==> config.mk <==
export PLATFORM = sky130hd
export DESIGN_NAME = id_operand_fetch
export DESIGN_NICKNAME = d
export VERILOG_FILES = /design/src/rtl/riscv_pkg.sv /design/src/rtl/regfile_bank.sv /design/src/rtl/id_operand_fetch.sv
export SDC_FILE = /design/constraint.sdc
export NUM_CORES = 2
export LEC_CHECK = 0
export CAP_MARGIN = 0
export CORE_ASPECT_RATIO = 0.7
export CORE_MARGIN = 5
export CORE_UTILIZATION = 28
export DETAILED_ROUTE_END_ITERATION = 7
export PLACE_DENSITY = 0.42
export SLEW_MARGIN = 5
export SYNTH_ARGS = -nofsm -noshare
export SYNTH_HDL_FRONTEND = slang
export SYNTH_SLANG_ARGS = --single-unit
==> constraint.sdc <==
create_clock -name clk_i -period 3.4 [get_ports clk_i]
set_input_delay 0.68 -clock clk_i [delete_from_list [all_inputs] [get_ports clk_i]]
set_output_delay 0.68 -clock clk_i [all_outputs]
set_load 0.05 [all_outputs]
==> src/rtl/riscv_pkg.sv <==
// riscv_pkg: shared integer-datapath widths and types
package riscv_pkg;
    localparam int XLEN = 32;
    localparam int REG_IDX_W = 5;
    localparam logic [REG_IDX_W-1:0] REG_ZERO = 5'd0;
    typedef logic [REG_IDX_W-1:0] reg_idx_t;
    typedef logic [XLEN-1:0] xword_t;
endpackage

==> src/rtl/regfile_bank.sv <==
// regfile_bank: 31-entry integer register storage, one write port, three read ports
module regfile_bank
    import riscv_pkg::*;
(
    input  logic     clk_i,
    input  logic     reset_i,
    input  reg_idx_t wr_index,
    input  xword_t   wr_value,
    input  logic     wr_en,
    input  reg_idx_t rs1_index,
    input  reg_idx_t rs2_index,
    input  reg_idx_t dbg_index,
    output xword_t   rs1_value,
    output xword_t   rs2_value,
    output xword_t   dbg_value
);
    xword_t bank [1:31];

    always_ff @(posedge clk_i) begin
        if (reset_i) begin
            for (int i = 1; i < 32; i++) bank[i] <= '0;
        end else if (wr_en && wr_index != REG_ZERO) begin
            bank[wr_index] <= wr_value;
        end
    end

    // x0 is not stored; the guard keeps the index inside the declared range
    always_comb begin
        rs1_value = (rs1_index == REG_ZERO) ? '0 : bank[rs1_index];
        rs2_value = (rs2_index == REG_ZERO) ? '0 : bank[rs2_index];
        dbg_value = (dbg_index == REG_ZERO) ? '0 : bank[dbg_index];
    end
endmodule

==> src/rtl/id_operand_fetch.sv <==
// id_operand_fetch: register read with WB bypass into the ID/EX operand register
module id_operand_fetch
    import riscv_pkg::*;
#(
    parameter int XLEN = riscv_pkg::XLEN,
    parameter bit REFRESH_ON_STALL = 1'b1
) (
    input  logic            clk_i,
    input  logic            reset_i,
    input  logic [4:0]      rd_index_w,
    input  logic [XLEN-1:0] rd_value_reg,
    input  logic            rd_we_w,
    input  logic            id_valid_i,
    input  logic [4:0]      id_rs1_index_i,
    input  logic [4:0]      id_rs2_index_i,
    input  logic            id_stall_i,
    input  logic            id_flush_i,
    output logic            ex_valid_r,
    output logic [4:0]      ex_rs1_index_r,
    output logic [4:0]      ex_rs2_index_r,
    output logic [XLEN-1:0] ex_rs1_value_r,
    output logic [XLEN-1:0] ex_rs2_value_r,
    input  logic [4:0]      dbg_index_i,
    output logic [XLEN-1:0] dbg_value_o
);
    xword_t bank_rs1, bank_rs2, rs1_value, rs2_value;
    logic wb_live;

    regfile_bank u_bank (
        .clk_i     (clk_i),
        .reset_i   (reset_i),
        .wr_index  (rd_index_w),
        .wr_value  (rd_value_reg),
        .wr_en     (rd_we_w),
        .rs1_index (id_rs1_index_i),
        .rs2_index (id_rs2_index_i),
        .dbg_index (dbg_index_i),
        .rs1_value (bank_rs1),
        .rs2_value (bank_rs2),
        .dbg_value (dbg_value_o)
    );

    always_comb begin
        wb_live = rd_we_w && rd_index_w != REG_ZERO;
        rs1_value = (id_rs1_index_i == REG_ZERO) ? '0 :
                    (wb_live && rd_index_w == id_rs1_index_i) ? rd_value_reg : bank_rs1;
        rs2_value = (id_rs2_index_i == REG_ZERO) ? '0 :
                    (wb_live && rd_index_w == id_rs2_index_i) ? rd_value_reg : bank_rs2;
    end

    // reset and flush both produce an all-zero bubble
    always_ff @(posedge clk_i) begin
        if (reset_i || id_flush_i) begin
            ex_valid_r     <= 1'b0;
            ex_rs1_index_r <= '0;
            ex_rs2_index_r <= '0;
            ex_rs1_value_r <= '0;
            ex_rs2_value_r <= '0;
        end else if (id_stall_i) begin
            if (REFRESH_ON_STALL && wb_live && ex_rs1_index_r == rd_index_w) ex_rs1_value_r <= rd_value_reg;
            if (REFRESH_ON_STALL && wb_live && ex_rs2_index_r == rd_index_w) ex_rs2_value_r <= rd_value_reg;
        end else begin
            ex_valid_r     <= id_valid_i;
            ex_rs1_index_r <= id_rs1_index_i;
            ex_rs2_index_r <= id_rs2_index_i;
            ex_rs1_value_r <= rs1_value;
            ex_rs2_value_r <= rs2_value;
        end
    end
endmodule

==> flow_metrics.py <==
metrics = {
    "power": {
        "p_leak_nw": 26.7,
        "ir_worst_vdd_mv": 0.443,
        "pwr-share-comb_pct": 17.1,
        "cellPowerDensity_nw_per_um2": 458,
        "total_power_mw": 36.4,
        "p_seq_share_pct": 44.2,
        "swShare_pct": 28.1,
        "p_switching_mw": 10.2,
        "p_int_mw": 26.2,
        "pwr-share-clk_pct": 38.7,
    },
    "synthesis": {
        "syn_area_um2": 65100,
        "synth_seq_area_share_pct": 49.5,
        "synth_cells": 4416,
        "ys_seq_elements": 1099,
        "synth.avg_cell_area_um2": 14.7,
        "yosysWarnings": 0,
        "synth_largest_area_cell": "edfxtp_1",
        "synthTopCellsByArea": "edfxtp_1 47%, mux4_2 25%, and2_1 9.6%",
        "synth_top_cell_area_share_pct": 47.2,
        "ys_types": 39,
    },
    "worst_setup_path": {
        "r2r_setup_slack_ns": 1.29,
        "worstPathCellList": "buf_4, or3b_4, buf_12, o221ai_2, a21o_2, a21oi_1, nor3_2, buf_4, buf_12",
        "crit_type": "in -> out",
        "arrival_ns": 2.67,
        "critical_path.top_delay_family": "simple AND/OR/NAND/NOR gates",
        "required_ns": 2.72,
        "critPathSlowestCell": "or3b_4",
        "cpPeakStageDelay_ns": 0.44,
        "worst_setup_path_end_kind": "primary output",
        "critPathBufInv": 4,
        "start_kind": "primary input",
        "worst-path-max-fanout": 18,
    },
    "placement": {
        "hpwl_um": 196000,
        "dp.cells": 7640,
        "place_congestion": 0.839,
        "portBuffers": 164,
        "pre_cts_slack_ns": -0.294,
    },
    "timing": {
        "final.setup.worst_slack_ns": 0.0493,
        "min_period_ns": 3.35,
        "finalClockSkew_ns": 0.0156,
        "slew_violations": 0,
        "post-route-period-util_pct": 98.6,
        "tightest_slew_ns": 0.962,
        "fin_tns_setup_ns": 0,
        "setup_viol": 0,
        "fmax_mhz": 298,
        "max_slew_margin_pct": 35.7,
        "hold_violations": 0,
        "rsz0062_at_grt": "yes",
    },
    "global_routing": {
        "grt_max_degree": 46,
        "grt_pass1_wl_um": 410000,
        "antenna_found_initial": 44,
        "grt_use_total_pct": 24.8,
        "first_global_vias": 44900,
        "grt-ovfl-total": 0,
    },
    "finish": {
        "fin_cells": 7890,
        "nets": 4757,
        "fillCellCount": 22200,
        "final_util_pct": 34.3,
        "drive_above_1_share_pct": 33.5,
        "syn_to_final_growth_pct": 22.1,
    },
    "clocking": {
        "numCtsBuffers": 121,
        "insertion_delay_ns": 0.78,
        "cts_root_buf": "clkbuf_16",
        "clock_path_buffers": 3,
        "htree_levels": 3,
        "cts_tree": "built",
        "cts.clk_slew.worst_paths_ns": 0.07,
        "clock_sinks": 1099,
    },
    "floorplan": {
        "dieHeight_um": 413,
        "die_width_um": 586,
        "initial_core_util_pct": 28.1,
        "io-pin-count": 165,
        "fp.coreArea_um2": 232000,
        "dieArea_um2": 242000,
        "rows": 148,
    },
    "min_path": {
        "hp-class": "reg -> reg",
    },
    "routing": {
        "wire_per_inst_um": 38.9,
        "drc_errors": 0,
        "drtPass1Iterations": 5,
        "vias": 45700,
        "via_per_inst": 5.80,
        "drt_wl_total_um": 307000,
        "drt_iter0_drc": 6337,
        "antenna_left": 0,
    },
    "flow_run": {
        "drv_cap": 0,
    },
    "run_status": {
        "status": "complete, no violations",
    },
}
==> worst paths after layout <==
path                      from            endpoint  cells after the start
min reg2reg         ex_valid_r          ex_valid_r                      2
min                 ex_valid_r          ex_valid_r                      2
max             dbg_index_i[3]     dbg_value_o[19]                      9
max reg2reg  ex_rs2_index_r[3]  ex_rs2_value_r[17]                      7
==> per-stage QoR <==
step | hold slack [ns] | instance area, um^2
global placement | 0.485 | 75000
finish | 0.506 | 79500
floorplan | 0.746 | 65400
CTS | 0.462 | 79200
global route | 0.538 | 79500
detailed placement | 0.494 | 75000
==> cells by family after synthesis <==
group	Yosys count	synth area share, %
AND/OR/NAND/NOR	1209	11.1
flip-flops	1099	49.5
multiplexers	963	28.8
AO/OA/AOI/OAI	620	7.22
buffers and inverters	504	3.09
XOR/XNOR	20	0.269
other	1	0.00576
==> cell usage after synthesis, drive strengths merged <==
cell        n
or3b        2
mux2i     187
o2111ai    64
edfxtp   1024
or4         3
nand3       6
nor3       31
xor2        4
mux4      720
a211o      24
nor2b       6
a221oi      8
o221ai     29
o21ai       2
a211oi      3
nor4        4
o21a        2
o22ai      51
a21oi      24
nand2      72
buf       121
nand3b      5
mux2       56
a21o      152
or3         2
o31ai       1
xnor2      16
or2        32
conb        1
clkbuf    378
dfxtp      75
and2      994
nor2       52
inv         5
o311ai      4
a22oi     256
==> what timing repair did <==
action,in CTS,in global routing
gates cloned,0,1
pin swaps,1,8
hold buffers,0,0
setup endpoints to repair,21,16
buffers inserted,1,11
resized for setup,21,28
==> worst reg2reg max path, stage by stage, from the launching register on <==
cell	delay (ns)
dfxtp_1	0.39
xnor2_1	0.37
nand3_1	0.19
nor4_4	0.29
buf_4	0.22
buf_12	0.17
mux2i_1	0.23
o2111ai_1	0.12
==> layer usage <==
layer  share of wire [%]  GRT usage [%]  vias up
met5                   0              0        -
met4                 3.6           7.95        0
met3                 8.6           4.67      431
met2                  44           37.8     2613
met1                  44           35.8    24500
li1                    -              -    18200
==> cells in the final DEF (no fill, tap or decap), types with 20 or more instances in the layout <==
cell             count
edfxtp_1          1024
and2_1             992
mux4_2             720
buf_4              306
a22oi_1            256
mux2i_1            187
buf_12             186
a21o_1             151
clkdlybuf4s50_1    123
clkbuf_16          122
dfxtp_1             75
nand2_1             71
o2111ai_1           64
mux2_2              55
o22ai_1             46
nor2_4              33
conb_1              32
or2_2               31
clkinv_2            26
o221ai_1            25
a211o_1             24
clkinv_1            23
clkbuf_1            20
==> registers in the layout, summed over array words and instances, names as in the netlist <==
signal,count
ex_rs2_value_r,32
ex_rs1_value_r,32
u_bank.bank,1024
ex_rs2_index_r,5
ex_valid_r,1
ex_rs1_index_r,5
==> cell type report <==
class	count	area [um^2]	share of cell area (%)
antenna	7	17.5	0.0220
clock buffer	151	3240	4.08
clock inverter	81	873	1.10
inverter	5	18.8	0.0236
multi-input combinational	2844	31800	40.0
sequential	1099	32300	40.6
tap	3075	3850	4.84
timing repair buffer	628	7460	9.39
==> power groups by stage <==
| stage | registers [mW] | logic [mW] | clock network, mW |
|---|---|---|---|
| CTS | 16.1 | 6.17 | 14.3 |
| global placement | 16.4 | 6.14 | 0 |
| detailed placement | 16.4 | 6.13 | 0 |
| floorplan | 16.3 | 3.36 | 0 |
| finish | 16.1 | 6.22 | 14.1 |
| global route | 16.2 | 6.43 | 14.8 |
(Power assumes the default switching activity.)
